File: src/rtl/add_arbiter.sv
// Round-robin arbiter sharing one pipelined adder among N requesters.
// Each sum comes back tagged with the id of the requester that issued it.

module add_arbiter_lane #(
  parameter int N   = 4,
  parameter int IDX = 0,
  parameter int IDW = 2
) (
  input  logic [N-1:0]   valid,
  input  logic [IDW-1:0] ptr,
  output logic           gnt
);
  int   d_me;
  int   d_j;
  logic blocked;

  // Rank requesters by circular distance from ptr; nearest valid one wins.
  always_comb begin
    d_me = IDX + N - int'(ptr);
    if (d_me >= N) d_me = d_me - N;
    blocked = 1'b0;
    d_j = 0;
    for (int j = 0; j < N; j++) begin
      d_j = j + N - int'(ptr);
      if (d_j >= N) d_j = d_j - N;
      if (valid[j] && (d_j < d_me)) blocked = 1'b1;
    end
    gnt = valid[IDX] & ~blocked;
  end
endmodule

module add_arbiter #(
  parameter int N       = 4,
  parameter int ADD_LAT = 1,
  parameter int WIDTH   = 8,
  parameter int IDW     = $clog2(N)
) (
  input  logic               clk,
  input  logic               reset,
  input  logic [N-1:0]       req_valid,
  output logic [N-1:0]       req_ready,
  input  logic [N*WIDTH-1:0] req_a,
  input  logic [N*WIDTH-1:0] req_b,
  output logic [WIDTH-1:0]   add_a,
  output logic [WIDTH-1:0]   add_b,
  input  logic [WIDTH-1:0]   add_f,
  output logic               res_valid,
  output logic [IDW-1:0]     res_id,
  output logic [WIDTH-1:0]   res_f
);
  logic [IDW-1:0]              ptr;
  logic [IDW-1:0]              gid;
  logic [N-1:0]                gnt;
  logic                        xfer;
  logic [ADD_LAT-1:0]          vld_pipe;
  logic [ADD_LAT-1:0][IDW-1:0] id_pipe;

  generate
    for (genvar i = 0; i < N; i++) begin : g_lane
      add_arbiter_lane #(.N(N), .IDX(i), .IDW(IDW)) u_lane (
        .valid (req_valid),
        .ptr   (ptr),
        .gnt   (gnt[i])
      );
    end
  endgenerate

  always_comb begin
    req_ready = reset ? '0 : gnt;
    add_a     = '0;
    add_b     = '0;
    gid       = '0;
    for (int i = 0; i < N; i++) begin
      if (req_ready[i]) begin
        add_a = req_a[i*WIDTH +: WIDTH];
        add_b = req_b[i*WIDTH +: WIDTH];
        gid   = IDW'(i);
      end
    end
  end

  assign xfer = |req_ready;

  // Explicit wrap keeps ptr in range when N is not a power of two.
  always_ff @(posedge clk) begin
    if (reset) begin
      ptr <= '0;
    end else if (xfer) begin
      if (gid == IDW'(N-1)) ptr <= '0;
      else                  ptr <= gid + IDW'(1);
    end
  end

  // Ids only advance alongside a valid bit so res_id holds between results.
  always_ff @(posedge clk) begin
    if (reset) begin
      vld_pipe <= '0;
      id_pipe  <= '0;
    end else begin
      vld_pipe[0] <= xfer;
      if (xfer) id_pipe[0] <= gid;
      for (int s = 1; s < ADD_LAT; s++) begin
        vld_pipe[s] <= vld_pipe[s-1];
        if (vld_pipe[s-1]) id_pipe[s] <= id_pipe[s-1];
      end
    end
  end

  assign res_valid = vld_pipe[ADD_LAT-1];
  assign res_id    = id_pipe[ADD_LAT-1];
  assign res_f     = add_f;
endmodule

File: config.mk
export PLATFORM = sky130hd
export DESIGN_NAME = add_arbiter
export DESIGN_NICKNAME = d
export VERILOG_FILES = /design/src/rtl/add_arbiter.sv
export SDC_FILE = /design/constraint.sdc
export NUM_CORES = 1
export LEC_CHECK = 0
export ABC_CLOCK_PERIOD_IN_PS = 2500
export CAP_MARGIN = 10
export CORE_ASPECT_RATIO = 0.5
export CORE_MARGIN = 5
export CORE_UTILIZATION = 24
export DETAILED_ROUTE_END_ITERATION = 10
export PLACE_DENSITY = 0.81
export SYNTH_ARGS = -nofsm -noshare
export SYNTH_HDL_FRONTEND = slang
export SYNTH_SLANG_ARGS = --single-unit
File: constraint.sdc
create_clock -name clk -period 2.5 [get_ports clk]
set_clock_uncertainty 0.2 [all_clocks]
set_input_delay 0.25 -clock clk [delete_from_list [all_inputs] [get_ports clk]]
set_output_delay 0.25 -clock clk [all_outputs]
set_load 0.02 [all_outputs]
== After elaboration in Yosys (flattened, before gate mapping) ==
Index checks and enable logic that the tools add are counted.
Storage, ports and cells
  register bits: 5
  word-level logic and storage cells: 91
Operators by class
  $add $sub $neg: 9
  $lt $le $gt $ge: 20
  eq/ne operators: 1
  multiplexer cells: 33
  bitwise gates (word level): 8
  reduce and logical (&&, ||, !) cells: 17
Operators with widths (count)
  less-than comparator 32 bit: 16
  greater-or-equal comparator 32 x 4 -> 1 bit (second input constant): 4
  2-to-1 mux 32 bit: 4
  subtractor 32 x 4 -> 32 bit (second input constant): 4
  2-to-1 mux 8 bit: 8
  2-to-1 mux 1 bit: 17
  logical AND 1 bit: 16
  subtractor 3 x 2 -> 4 bit (first input constant): 4
  2-to-1 mux 2 bit: 3
  AND 1 bit: 4
  2-to-1 mux 4 bit: 1
  inverter 1 bit: 4
  OR reduction 4 bit: 1
  adder 2 x 1 -> 2 bit (second input constant): 1
  equality test 2 bit (second input constant): 1

== Logic depth before layout (Yosys ltp) ==
  depth in word-level cells: 17
  gate-level depth with buffers: 7
  gate-level depth less buffers: 7

== Modules after synthesis ==
Synthesis repeated with hierarchy kept, for this count alone.
Second synthesis, totals
  cell total of the unflattened synthesis: 129
  area total of the unflattened synthesis: 980.9 um^2
By module, submodules not included
  add_arbiter: times used 1, cells an instance 109, area an instance 832.0 um^2, sequential area each 100.1 um^2
  add_arbiter_lane (g_lane[0].u_lane): times used 1, cells an instance 7, area an instance 52.6 um^2, sequential area each 0.0 um^2
  add_arbiter_lane (g_lane[2].u_lane): times used 1, cells an instance 6, area an instance 48.8 um^2, sequential area each 0.0 um^2
  add_arbiter_lane (g_lane[3].u_lane): times used 1, cells an instance 4, area an instance 27.5 um^2, sequential area each 0.0 um^2
  add_arbiter_lane (g_lane[1].u_lane): times used 1, cells an instance 3, area an instance 20.0 um^2, sequential area each 0.0 um^2

== Worst setup path after synthesis ==
No wires, ideal clock.
  path type: register to output
  from: register ptr[1]
  to: output add_a[0]
  arrival: 1.806 ns
  path slack: 0.244 ns
  stages on the path, launching flop included: 8
  path through: dfxtp_1 -> inv_1 -> ha_1 -> a22oi_1 -> and4_1 -> buf_2 -> a222oi_1 -> a21oi_1
Between the ends
  cells in the longest elaborated chain, start to end: 16
  elaborated cells on any way between the ends: 77
RTL lines
  start, declared: RTL line 51  | logic [IDW-1:0] ptr;
  start signal, assigned: RTL line 90  | else ptr <= gid + IDW'(1);
  subtractor 3 x 2 -> 4 bit: RTL line 19, 24
  subtractor 32 x 4 -> 32 bit or greater-or-equal comparator 32 x 4 -> 1 bit (tied branches): RTL line 20, 25
  2-to-1 mux 32 bit: RTL line 20, 25
  less-than comparator 32 bit: RTL line 26  | if (valid[j] && (d_j < d_me)) blocked = 1'b1;
  logical AND 1 bit: RTL line 26
  2-to-1 mux 1 bit (3 in a row): RTL line 26
  2-to-1 mux 1 bit (*): RTL line 26
  inverter 1 bit (*): RTL line 28  | gnt = valid[IDX] & ~blocked;
  AND 1 bit (*): RTL line 28
  2-to-1 mux 4 bit (*): RTL line 69  | req_ready = reset ? '0 : gnt;
  named net req_ready[0]: RTL line 41  | output logic [N-1:0] req_ready,
  2-to-1 mux 8 bit (*) (4 in a row): RTL line 74  | if (req_ready[i]) begin
  end, declared: RTL line 44  | output logic [WIDTH-1:0] add_a,
Mark *: on every way through the listed nets, which the timed path passes. The rest lies on a longest branch.

== Worst setup path in the final report ==
  from: register ptr[0]
  to: output add_b[3]
Between the ends
  cells in the longest elaborated chain, start to end: 16
  elaborated cells on any way between the ends: 77
RTL lines
  subtractor 3 x 2 -> 4 bit: RTL line 19, 24
  subtractor 32 x 4 -> 32 bit or greater-or-equal comparator 32 x 4 -> 1 bit (tied branches): RTL line 20, 25
  2-to-1 mux 32 bit: RTL line 20, 25
  less-than comparator 32 bit: RTL line 26
  logical AND 1 bit: RTL line 26
  2-to-1 mux 1 bit (4 in a row): RTL line 26
  inverter 1 bit: RTL line 28
  AND 1 bit: RTL line 28
  2-to-1 mux 4 bit (*): RTL line 69
  2-to-1 mux 8 bit (3 in a row): RTL line 74
  2-to-1 mux 8 bit (*): RTL line 74
  end, declared: RTL line 45  | output logic [WIDTH-1:0] add_b,
Every way passes the cells marked *; elsewhere a longest branch is shown, timed or not.

==> results.txt <==
Status: complete, no violations
Multi-input gate area in the final layout: 557 sq um
Final Slew Violations: 0
Fmax: 407 MHz
Gpl congestion: 0.860
Most frequent cells in the layout: clkdlybuf4s50_1, nor2_1, a21oi_1
Slew margin rel.: 0.766
Initial antenna violation count: 0
Latest clock arrival within the worst-skew pair: 0.22 ns
CTS Sinks: 5
Htree depth: 1
Net count, final: 287
Critical path type: register to primary output
Syn avg cell area: 7.37 sq um
Post-layout instance area: 1860 sq um
CP max-delay cell: a222oi_1
Vias in the first global route: 1246
Max Cap Violations: 0
Port Buffers: 92
Worst setup margin: 0.0433 ns
Root Buffer: clkbuf_8
CTS tree: yes
Commonest non-fill, non-tap cell in the layout: clkdlybuf4s50_1
First-pass GRT wire length: 6490 um
FF+latch count, synth: 5
Gr usage total: 0.179
Leak: 0.828 nW
DRC viols: 0
Worst Path Required: 2.05 ns
Final std cells w/o fill: 244
Sw Pwr: 0.229 mW
Max VDD drop: 0.195 mV
Critical Path Start Type: register
Layout cells sized above 1: 0.245
Detailed Place HPWL: 3440 um
Area growth syn-to-layout: 142%
Fill cell count: 256
Clock share of power: 0.228
Critical path endpoint category: primary output
CTS Buf Count: 3
Sw Share: 0.347
Netlist Area Pre-Place: 767 sq um
Die X: 89.9 um
Pre-antenna DRT Iters: 10
Final setup violation count: 0
Register area share after synthesis: 0.131
RSZ-0062 raised after global routing: yes
Worst-path clk slew: 0.04 ns
DR WL/cell: 18.2 um
Placed Instances: 234
Final Power: 0.660 mW
Height of the chip: 50.0 um
Die area: 4500 sq um
Worst Tran Pin Value: 0.351 ns
WHS: 0.300 ns
Worst slack, placed: -0.298 ns
PwrDens: 355 nW/um^2
# diodes: 0
Pin count of the biggest net entering global routing: 34
Post-DRT Antenna Nets: 0
I/O pins: 109
Pint: 0.431 mW
Seq pwr share: 0.143
DR iter-0 viols: 142
Core area: 3030 sq um
Crit path time final: 2.46 ns
Fin crit share: 0.983
Critical path arrival: 2.01 ns
Via count: 1269
Placed Area: 1770 sq um
Total grt overflow: 0
Via-to-Cell Ratio: 5.20
Maximum buffer depth of the clock tree: 2
Combinational share of power: 0.629
Initial Util: 0.253
Seq. cell area: 103 sq um
Worst-path maximum fanout: 6
Netlist cell types: 23
Cells after synthesis: 104
YS warnings: 0
Syn_nets: 186
CP peak stage delay: 0.37 ns
Worst Hold Class: input pin to primary output
Final wirelength: 4450 um
Critical Path, Cell by Cell: buf_6 -> ha_4 -> o2111a_2 -> buf_12 -> a222oi_1 -> a21oi_1 -> buf_2
Final hold violation count: 0
Row cnt: 14
==> stage by stage <==
step | util | TNS (ns)
4_1_cts | 0.590 | 0
5_1_grt | 0.613 | -0.160
3_5_place_dp | 0.585 | -3.89
3_3_place_gp | 0.585 | -3.41
6_report | 0.613 | 0
2_1_floorplan | - | 0
==> flip-flops by register name, summed over array words and instances, names as in the netlist <==
signal	count
ptr	2
res_id	2
res_valid	1
==> layer usage <==
| layer | up-vias | routed length (um) | share of wire | global-route usage |
|---|---|---|---|---|
| met5 | - | 0 | 0 | 0 |
| met4 | 0 | 48 | 0.011 | 0.0545 |
| met3 | 6 | 161 | 0.036 | 0.0167 |
| met2 | 47 | 2590 | 0.58 | 0.364 |
| met1 | 613 | 1650 | 0.37 | 0.197 |
| li1 | 603 | - | - | - |
==> worst max-delay path, delay by kind of cell (launching register included) <==
family | cells | cell delay (ns)
AOI/OAI and AO/OA | 3 | 0.85
DFF | 1 | 0.32
buffers and inverters | 3 | 0.45
adders and majority gates | 1 | 0.16
==> cell usage after synthesis (all sizes together) <==
cell type | number | area share
and4 | 1 | 0.011
nor3b | 2 | 0.020
a22oi | 1 | 0.0098
clkbuf | 1 | 0.0049
a222oi | 16 | 0.21
a2111oi | 1 | 0.020
o31a | 2 | 0.023
a21oi | 17 | 0.11
o311a | 1 | 0.013
inv | 5 | 0.024
nand2 | 4 | 0.020
ha | 4 | 0.065
dfxtp | 5 | 0.13
nand2b | 3 | 0.024
nor2 | 19 | 0.093
o2111a | 2 | 0.031
nor2b | 3 | 0.024
o2111ai | 1 | 0.020
buf | 16 | 0.15
==> power by group through the flow <==
stage | logic [mW] | registers (mW) | clock network (mW)
detailed placement | 0.416 | 0.0942 | 0
global placement | 0.407 | 0.0936 | 0
floorplan | 0.176 | 0.102 | 0
global route | 0.440 | 0.0966 | 0.167
CTS | 0.394 | 0.0930 | 0.152
finish | 0.415 | 0.0946 | 0.150
==> cells by family after synthesis <==
group / after synthesis / share of synthesized area
flip-flops: 5 / 0.131
adder cells (fa/ha/maj): 4 / 0.0653
buffers and inverters: 22 / 0.176
AND/OR/NAND/NOR: 32 / 0.192
AO/OA/AOI/OAI: 41 / 0.436
==> area by class of cell <==
class,instances,share of cell area
clock buffers,4,0.0242
inverters,5,0.0101
multi-input cells,77,0.300
flip-flops and latches,5,0.0552
well taps,40,0.0269
repair buffers,113,0.584
==> final timing paths <==
kind                        from                  end  slack (ns)  cells past startpoint
min reg2reg  ptr[0]$_SDFFE_PP0P_  ptr[0]$_SDFFE_PP0P_        0.41                      3
max          ptr[0]$_SDFFE_PP0P_             add_b[3]        0.04                      7
min                     add_f[0]             res_f[0]        0.30                      0
max reg2reg  ptr[1]$_SDFFE_PP0P_  ptr[0]$_SDFFE_PP0P_        0.36                      8
==> what timing repair did <==
item,in CTS,in global routing
gates resized for setup,63,18
endpoints found under the setup margin,19,18
hold endpoints to repair,0,0
buffers inserted,3,2
gates cloned,0,1
pin swaps,6,7
hold buffers,0,0
(Power assumes the default switching activity.)
